`src/rtl/pipeline_hazard_ctrl_if.sv`:
```
// Bundle between the pipeline front end and the hazard controller.
// The controller takes the slave modport; the pipeline datapath drives the master side.
interface pipeline_hazard_ctrl_if #(
   parameter int STALL_CNT_W = 16
);
   logic [4:0]             id_rs_i;
   logic [4:0]             id_rt_i;
   logic                   id_uses_rt_i;
   logic                   id_reads_hilo_i;
   logic                   ex_mem_read_i;
   logic [4:0]             ex_rt_i;
   logic                   ex_md_start_i;
   logic                   branch_taken_i;
   logic                   pc_stall_o;
   logic                   ifid_stall_o;
   logic                   ifid_flush_o;
   logic                   idex_flush_o;
   logic                   md_busy_o;
   logic                   md_done_o;
   logic                   err_o;
   logic [STALL_CNT_W-1:0] stall_cnt_o;

   modport master (
      output id_rs_i, id_rt_i, id_uses_rt_i, id_reads_hilo_i,
             ex_mem_read_i, ex_rt_i, ex_md_start_i, branch_taken_i,
      input  pc_stall_o, ifid_stall_o, ifid_flush_o, idex_flush_o,
             md_busy_o, md_done_o, err_o, stall_cnt_o
   );

   modport slave (
      input  id_rs_i, id_rt_i, id_uses_rt_i, id_reads_hilo_i,
             ex_mem_read_i, ex_rt_i, ex_md_start_i, branch_taken_i,
      output pc_stall_o, ifid_stall_o, ifid_flush_o, idex_flush_o,
             md_busy_o, md_done_o, err_o, stall_cnt_o
   );
endinterface

```
`src/rtl/pipeline_hazard_ctrl.sv`:
```
// Front-end hazard controller: load-use / MULT-DIV stalls and taken-branch flushes.
// Controls are combinational (zero latency); MD interlock is a small counter FSM.
module pipeline_hazard_ctrl #(
   parameter int MD_LATENCY  = 4,
   parameter int STALL_CNT_W = 16
) (
   input  logic                   clk,
   input  logic                   reset,
   pipeline_hazard_ctrl_if.slave  bus
);

   typedef enum logic {IDLE = 1'b0, MD_BUSY = 1'b1} state_t;

   state_t                 state_q, state_d;
   logic [7:0]             cnt_q, cnt_d;
   logic                   err_q, err_d;
   logic [STALL_CNT_W-1:0] stall_cnt_q, stall_cnt_d;

   logic lu_hzd, mh_hzd, br, stall, md_done;

   always_ff @(posedge clk) begin
      if (!reset) begin
         state_q     <= IDLE;
         cnt_q       <= '0;
         err_q       <= 1'b0;
         stall_cnt_q <= '0;
      end else begin
         state_q     <= state_d;
         cnt_q       <= cnt_d;
         err_q       <= err_d;
         stall_cnt_q <= stall_cnt_d;
      end
   end

   always_comb begin
      state_d = state_q;
      cnt_d   = cnt_q;
      err_d   = err_q;
      md_done = 1'b0;
      case (state_q)
         IDLE: begin
            if (bus.ex_md_start_i) begin
               state_d = MD_BUSY;
               cnt_d   = 8'(MD_LATENCY - 1);
            end
         end
         MD_BUSY: begin
            // A second issue while busy is dropped; the running op keeps its count.
            if (bus.ex_md_start_i) err_d = 1'b1;
            cnt_d = cnt_q - 8'd1;
            if (cnt_q == 8'd1) begin
               md_done = 1'b1;
               state_d = IDLE;
            end
         end
         default: state_d = IDLE;
      endcase
   end

   assign lu_hzd = bus.ex_mem_read_i && (bus.ex_rt_i != 5'd0) &&
                   ((bus.ex_rt_i == bus.id_rs_i) ||
                    (bus.id_uses_rt_i && (bus.ex_rt_i == bus.id_rt_i)));
   assign mh_hzd = (state_q == MD_BUSY) && bus.id_reads_hilo_i;
   assign br     = bus.branch_taken_i;

   // A taken branch discards the ID instruction, so stalling for it is pointless.
   assign stall = reset && !br && (lu_hzd || mh_hzd);

   always_comb begin
      stall_cnt_d = stall_cnt_q;
      if (stall && (stall_cnt_q != {STALL_CNT_W{1'b1}}))
         stall_cnt_d = stall_cnt_q + STALL_CNT_W'(1);
   end

   assign bus.pc_stall_o   = stall;
   assign bus.ifid_stall_o = stall;
   assign bus.ifid_flush_o = reset && br;
   assign bus.idex_flush_o = reset && (br || lu_hzd || mh_hzd);
   assign bus.md_busy_o    = reset && (state_q == MD_BUSY);
   assign bus.md_done_o    = reset && md_done;
   assign bus.err_o        = err_q;
   assign bus.stall_cnt_o  = stall_cnt_q;

endmodule

```
`src/flat_wrapper.sv`:
```
// flat-port wrapper written by rule: the top's interface ports become plain ports
module pipeline_hazard_ctrl_flat 
#(
   parameter int MD_LATENCY  = 4,
   parameter int STALL_CNT_W = 16
)
  (clk, reset, bus_id_rs_i, bus_id_rt_i, bus_id_uses_rt_i, bus_id_reads_hilo_i, bus_ex_mem_read_i, bus_ex_rt_i, bus_ex_md_start_i, bus_branch_taken_i, bus_pc_stall_o, bus_ifid_stall_o, bus_ifid_flush_o, bus_idex_flush_o, bus_md_busy_o, bus_md_done_o, bus_err_o, bus_stall_cnt_o);
  pipeline_hazard_ctrl_if #(.STALL_CNT_W(STALL_CNT_W)) bus_i ();
  input  logic clk;
  input  logic reset;
  input wire logic [$bits(bus_i.id_rs_i)-1:0] bus_id_rs_i;
  input wire logic [$bits(bus_i.id_rt_i)-1:0] bus_id_rt_i;
  input wire logic [$bits(bus_i.id_uses_rt_i)-1:0] bus_id_uses_rt_i;
  input wire logic [$bits(bus_i.id_reads_hilo_i)-1:0] bus_id_reads_hilo_i;
  input wire logic [$bits(bus_i.ex_mem_read_i)-1:0] bus_ex_mem_read_i;
  input wire logic [$bits(bus_i.ex_rt_i)-1:0] bus_ex_rt_i;
  input wire logic [$bits(bus_i.ex_md_start_i)-1:0] bus_ex_md_start_i;
  input wire logic [$bits(bus_i.branch_taken_i)-1:0] bus_branch_taken_i;
  output wire logic [$bits(bus_i.pc_stall_o)-1:0] bus_pc_stall_o;
  output wire logic [$bits(bus_i.ifid_stall_o)-1:0] bus_ifid_stall_o;
  output wire logic [$bits(bus_i.ifid_flush_o)-1:0] bus_ifid_flush_o;
  output wire logic [$bits(bus_i.idex_flush_o)-1:0] bus_idex_flush_o;
  output wire logic [$bits(bus_i.md_busy_o)-1:0] bus_md_busy_o;
  output wire logic [$bits(bus_i.md_done_o)-1:0] bus_md_done_o;
  output wire logic [$bits(bus_i.err_o)-1:0] bus_err_o;
  output wire logic [$bits(bus_i.stall_cnt_o)-1:0] bus_stall_cnt_o;
  assign bus_i.id_rs_i = bus_id_rs_i;
  assign bus_i.id_rt_i = bus_id_rt_i;
  assign bus_i.id_uses_rt_i = bus_id_uses_rt_i;
  assign bus_i.id_reads_hilo_i = bus_id_reads_hilo_i;
  assign bus_i.ex_mem_read_i = bus_ex_mem_read_i;
  assign bus_i.ex_rt_i = bus_ex_rt_i;
  assign bus_i.ex_md_start_i = bus_ex_md_start_i;
  assign bus_i.branch_taken_i = bus_branch_taken_i;
  assign bus_pc_stall_o = bus_i.pc_stall_o;
  assign bus_ifid_stall_o = bus_i.ifid_stall_o;
  assign bus_ifid_flush_o = bus_i.ifid_flush_o;
  assign bus_idex_flush_o = bus_i.idex_flush_o;
  assign bus_md_busy_o = bus_i.md_busy_o;
  assign bus_md_done_o = bus_i.md_done_o;
  assign bus_err_o = bus_i.err_o;
  assign bus_stall_cnt_o = bus_i.stall_cnt_o;
  pipeline_hazard_ctrl #(.MD_LATENCY(MD_LATENCY), .STALL_CNT_W(STALL_CNT_W)) u_core (.clk(clk), .reset(reset), .bus(bus_i));
endmodule
```
`config.mk`:
```
export PLATFORM = sky130hd
export DESIGN_NAME = pipeline_hazard_ctrl_flat
export DESIGN_NICKNAME = d
export VERILOG_FILES = /design/src/rtl/pipeline_hazard_ctrl_if.sv /design/src/rtl/pipeline_hazard_ctrl.sv /design/src/flat_wrapper.sv
export SDC_FILE = /design/constraint.sdc
export NUM_CORES = 1
export LEC_CHECK = 0
export BUFFER_PORTS_ARGS = -buffer_cell sky130_fd_sc_hd__buf_2
export CAP_MARGIN = 30
export CELL_PAD_IN_SITES_DETAIL_PLACEMENT = 1
export CELL_PAD_IN_SITES_GLOBAL_PLACEMENT = 1
export CORE_MARGIN = 10
export CORE_UTILIZATION = 37
export CTS_BUF_LIST = sky130_fd_sc_hd__clkbuf_16
export DETAILED_ROUTE_END_ITERATION = 10
export MAX_ROUTING_LAYER = met4
export PLACE_DENSITY_LB_ADDON = 0.1
export SYNTH_ARGS = -nofsm -noshare
export SYNTH_HDL_FRONTEND = slang
export SYNTH_SLANG_ARGS = --single-unit
export TNS_END_PERCENT = 1
```
`constraint.sdc`:
```
create_clock -name clk -period 2.3 [get_ports clk]
set_input_delay 0.115 -clock clk [delete_from_list [all_inputs] [get_ports clk]]
set_output_delay 0.115 -clock clk [all_outputs]
set_load 0.02 [all_outputs]
```
==> results of run 1 <==
worst register-to-register path: stages, from the launching register on:
cell	delay, ns
dfxtp_1	0.39
and3_1	0.23
nand4_1	0.14
a211oi_1	0.30
nor2b_1	0.30
a21oi_1	0.11
a31o_2	0.22
area by class of cell:
type                    count  area [sq um]
inverters                   8          30.0
fillers                   513          2090
clock inverters             1          30.0
flip-flops and latches     26           520
multi-input cells         134           920
repair buffers             51           273
clock buffers               3          75.1
well taps                  50          62.6
registers in the layout, indices dropped and copies added, names as in the netlist:
signal / cells
u_core.bus.err_o: 1
u_core.bus.stall_cnt_o: 16
u_core.state_q: 1
u_core.cnt_q: 8
through the flow:
step | hold slack, ns | util | cell area, sq um
6_report | 0.163 | 0.478 | 1910
5_1_grt | 0.209 | 0.478 | 1910
4_1_cts | 0.173 | 0.478 | 1910
3_5_place_dp | 0.460 | 0.451 | 1810
3_3_place_gp | 0.424 | 0.451 | 1810
2_1_floorplan | 0.260 | - | 1530
synthesized netlist by cell type (all sizes together) (5+ instances only):
master / count / area share
dfxtp: 26 / 0.34
nand2: 14 / 0.036
a21oi: 12 / 0.039
nand3: 12 / 0.043
nor2: 10 / 0.025
xor2: 9 / 0.052
inv: 8 / 0.020
mux2i: 7 / 0.046
and3: 6 / 0.025
nand2b: 6 / 0.025
a211oi: 5 / 0.025
nor3: 5 / 0.016
cell families (layout without fill, tap and decap cells):
| logic type | after synthesis | count (layout) |
|---|---|---|
| multiplexers | 8 | 8 |
| AO/OA/AOI/OAI | 36 | 36 |
| adder cells (fa/ha/maj) | 3 | 3 |
| buffers and inverters | 15 | 63 |
| AND/OR/NAND/NOR | 77 | 77 |
| flip-flops | 26 | 26 |
| XOR/XNOR | 10 | 10 |
cell usage in the layout (no fill, tap or decap), drive strengths merged, types with 3 or more instances in the layout:
cell and instances:
a211oi 5, a21oi 12, a31o 3, and2 3, and3 6, buf 51
clkbuf 3, dfxtp 26, ha 3, inv 8, mux2i 7, nand2 14
nand2b 6, nand3 12, nand4 3, nor2 10, nor3 5, nor4 3
o21ai 3, or3 4, or4 4, xor2 9
path summary, 6_finish.rpt:
kind | slack (ns) | endpoint | startpoint
setup / recovery | 0.31 | bus_md_done_o | u_core.cnt_q[3]
hold / removal | 0.16 | u_core.bus.err_o | bus_ex_md_start_i
setup reg to reg | 0.50 | u_core.bus.stall_cnt_o[13] | u_core.bus.stall_cnt_o[3]
hold reg to reg | 0.49 | u_core.cnt_q[2] | u_core.cnt_q[2]
power by group through the flow:
stage	Sequential (uW)	Combinational [uW]	Clock, uW
after floorplan	489	92.7	0
after global placement	488	142	0
after detailed placement	490	149	0
after CTS	480	150	529
after global routing	483	164	545
final	480	147	520
routing by layer:
layer | track usage | share of wire | up-vias
li1 | - | - | 739
met1 | 0.132 | 0.43 | 707
met2 | 0.213 | 0.51 | 31
met3 | 0.0300 | 0.049 | 4
met4 | 0.0320 | 0.0079 | 0
met5 | - | 0 | -
==> metrics.cfg, run 1 <==
[worst_setup_path]
cp_slowest_cell=or4_1
path_cells=or4_1 > nor4_1 > and2_1 > buf_2
crit_path_max_fanout=6
cp-end-kind=output port
crit_type=flop to output port
critPathTopFamily=simple AND/OR/NAND/NOR gates
worstPathRequired_ns=2.18
cp_num_cells=4
worstPathArrival_ns=1.88
rr_worst_depth=6
cp-start-kind=flop
critPathMaxStageDelay_ns=0.58
cp.buffers_inverters=1

[detailed_routing]
drt_pass1_iterations=4
wl_per_cell_um=15.8
routed_wl_mm=4.31
drc=0
via_per_inst=5.42
num_vias=1481
ant_nets=0
drt_iter0_markers=112

[yosys]
syn_nets=200
synth-edff-count=0
synthFlopType=dfxtp_1
syn_area_sq_um=1530
ys_types=48
syn_inst=175
synth_top_family_by_area=simple AND/OR/NAND/NOR gates
synth.ff_latch_count=26
avgSynthCellArea_sq_um=8.72
synth_compound_area_frac=0.184
async_reset_ff_frac=0
synth_seq_area_share=0.341
post_synth_xor_area_fraction=0.0574
ys.warnings.count=0
synthMuxAreaShare=0.0533
synth-simple-area-share=0.284
yosys.area_share.adder=0.0246

[global_route]
track_usage=0.121
grt_pass1_wl_mm=7.29
antenna_found_initial=0
grt-ovfl-total=0
grt_start_max_net_pins=27
grt_pass1_vias=1582

[floorplan]
ios=45
dieArea_sq_um=7090
die_w_um=84.2
rows=23
die_h_um=84.2
initial_core_util=0.381
core_sq_um=4000

[place]
hpwlAfterDp_mm=3.38
port-buffer-count=44
post-place-ws_ns=0.255
post-place-cells=269
gp_congestion=0.787

[pwr]
switching_share=0.236
combPwrFrac=0.128
p_per_area_nw_per_um2=600
power_frac_clock=0.453
peakVddDrop_mv=0.315
seqPwrFrac=0.419
p_sw_uw=271
p_leak_uw=0.000872
p_total_uw=1150
intPower_uw=876

[clocking]
cts_htree_levels=1
cts_root_buf=clkbuf_16
clk_latency_ns=0.27
cts_tree=yes
hold_buffers=0
cts_inserted_buffers=3
cts_sinks=26
cts_resized=0
cts.clk_slew.worst_paths_ns=0.07
clockBufferDepth=2
post_cts_buffers=0

[cells_and_area]
fin_cells=273
drive_gt1_frac=0.332
diodes=0
area_delta_synth_final_pct=25.3
nets=249

[run]
max_cap_violations=0

[sta]
slew_viol_final=0
max_slew_margin=0.751
period_share=0.867
hold_viol_final=0
fmax_mhz=502
fin_setup_tns_ns=0
worstMarginPinSlew_ns=0.370
fin_ws_ns=0.306
rsz0062_at_grt=no
fin_crit_ns=1.99
setup_viol=0
fin_skew_ns=0.00177

[worst_hold_path]
hold_depth=3
min_path_type=input port to flop

[status]
status=finished, final reports clean

Note: power is estimated with default switching activity, not from simulation.
==> run 2: changes to the inputs <==
- CORE_UTILIZATION: 37 -> 35
==> metrics.cfg, run 2 (synthesized netlist as in run 1, its figures left out) <==
[detailed_routing]
ant_nets=0  ; unchanged
drt_pass1_iterations=4  ; unchanged
drc=0  ; unchanged
wl_per_cell_um=16.1  ; +1.8%
num_vias=1495  ; +0.95%
routed_wl_mm=4.35  ; +1.0%
via_per_inst=5.52  ; +1.7%
drt_iter0_markers=37  ; -67%

[sta]
max_slew_margin=0.549  ; -0.203
worstMarginPinSlew_ns=0.671  ; +0.301 ns
fin_skew_ns=0.00273  ; +0.000957 ns
fin_ws_ns=0.267  ; -0.0396 ns
rsz0062_at_grt=no
slew_viol_final=0  ; unchanged
hold_viol_final=0  ; unchanged
fmax_mhz=492  ; -1.9%
period_share=0.884  ; +0.0172
fin_setup_tns_ns=0  ; unchanged
setup_viol=0  ; unchanged
fin_crit_ns=2.03  ; +0.0396 ns

[floorplan]
die_w_um=86.0  ; +2.1%
core_sq_um=4120  ; +2.9%
dieArea_sq_um=7400  ; +4.3%
initial_core_util=0.371  ; -0.0107
rows=23  ; unchanged
ios=45  ; unchanged
die_h_um=86.0  ; +2.1%

[clocking]
cts_tree=yes
cts_root_buf=clkbuf_16
clk_latency_ns=0.26  ; about the same
post_cts_buffers=0  ; unchanged
cts_inserted_buffers=3  ; unchanged
cts_htree_levels=1  ; unchanged
cts.clk_slew.worst_paths_ns=0.07  ; about the same
cts_sinks=26  ; unchanged
clockBufferDepth=2  ; unchanged
hold_buffers=0  ; unchanged
cts_resized=0  ; unchanged

[worst_setup_path]
crit_path_max_fanout=7  ; +1
cp-start-kind=flop
worstPathArrival_ns=2.20  ; +0.32 ns
cp-end-kind=flop
crit_type=flop to flop
worstPathRequired_ns=2.47  ; +0.29 ns

[global_route]
grt_busiest_layer=met2
grt_pass1_wl_mm=7.29  ; unchanged
globalRouteMet2Util=0.204  ; -0.00881
antenna_found_initial=0  ; unchanged
grt_pass1_vias=1574  ; -0.51%
grtUsageMet3=0.0350  ; +0.00505
grt.met1_usage=0.134  ; +0.00268
grt_start_max_net_pins=27  ; unchanged
track_usage=0.120  ; -0.000504
grt-ovfl-total=0  ; unchanged

[cells_and_area]
drive_gt1_frac=0.326  ; -0.00605
final_common_cell=buf_2
area_delta_synth_final_pct=24.3
post-route-util=0.461  ; -0.0170
nets=247  ; -0.80%
diodes=0  ; unchanged
most-common-layout-cells=buf_2 (44), dfxtp_1 (26), nand2_1 (13)
fill_cells=513  ; unchanged
multi_input_area_sq_um=920  ; unchanged
largest_reg_flops=16  ; unchanged
ff_latch_area_sq_um=520  ; unchanged

[pwr]
p_leak_uw=0.000862  ; -1.2%
intPower_uw=875  ; -0.16%
switching_share=0.234  ; -0.00214
seqPwrFrac=0.421  ; +0.002
p_per_area_nw_per_um2=602  ; +0.35%
combPwrFrac=0.129  ; about the same
p_sw_uw=267  ; -1.3%
power_frac_clock=0.450  ; -0.003
peakVddDrop_mv=0.341  ; +8.4%

[run]
max_cap_violations=0  ; unchanged

[place]
port-buffer-count=44  ; unchanged
hpwlAfterDp_mm=3.43  ; +1.5%
gp_congestion=0.781  ; -0.76%
post-place-ws_ns=0.272  ; +0.0175 ns

[status]
status=finished, final reports clean

[worst_hold_path]
min_path_type=input port to flop

## run 2: cell types whose count changed in the layout (fill, tap and decap cells not counted)
cell,previous run,this run
buf_4,7,5
## run 2: per-layer routing
metal | share of wire | vias to the layer above
met1 | 0.45 | 714
li1 | - | 731
met4 | 0.0092 | 0
met3 | 0.055 | 5
met2 | 0.49 | 45
met5 | 0 | -
## run 2: cell type report
type                    count  area share
repair buffers             49       0.136
flip-flops and latches     26       0.275
multi-input cells         134       0.485
clock inverters             1      0.0158
well taps                  50      0.0330
clock buffers               3      0.0396
inverters                   8      0.0158
## run 2: power groups by stage
stage                     sequential (uW)  clock (uW)  combinational, uW
after global routing                  483         543                165
final                                 481         514                147
after floorplan                       489           0               92.7
after global placement                488           0                141
after detailed placement              490           0                148
after CTS                             480         523                149
## run 2: through the flow
stage               instances  area (sq um)  hold WS (ns)  total power (uW)
floorplan                 175          1530         0.260               582
global placement          267          1790         0.437               630
detailed placement        267          1790         0.447               638
CTS                       271          1900         0.174              1150
global route              271          1900         0.217              1190
finish                    271          1900         0.171              1140
## run 2: path summary, 6_finish.rpt
check,depth (start not counted),slack [ns],to,start
setup / recovery,5,0.27,u_core.bus.stall_cnt_o[14],u_core.bus.stall_cnt_o[0]
hold / removal,3,0.17,u_core.bus.err_o,bus_ex_md_start_i
setup reg to reg,5,0.27,u_core.bus.stall_cnt_o[14],u_core.bus.stall_cnt_o[0]
hold reg to reg,2,0.48,u_core.bus.err_o,u_core.bus.err_o
## run 2: worst max-delay path: stages (launching register included)
cell      delay [ns]
dfxtp_1         0.43
ha_1            0.28
nand3_1         0.15
nor4_1          0.60
a41oi_1         0.21
a311oi_1        0.27
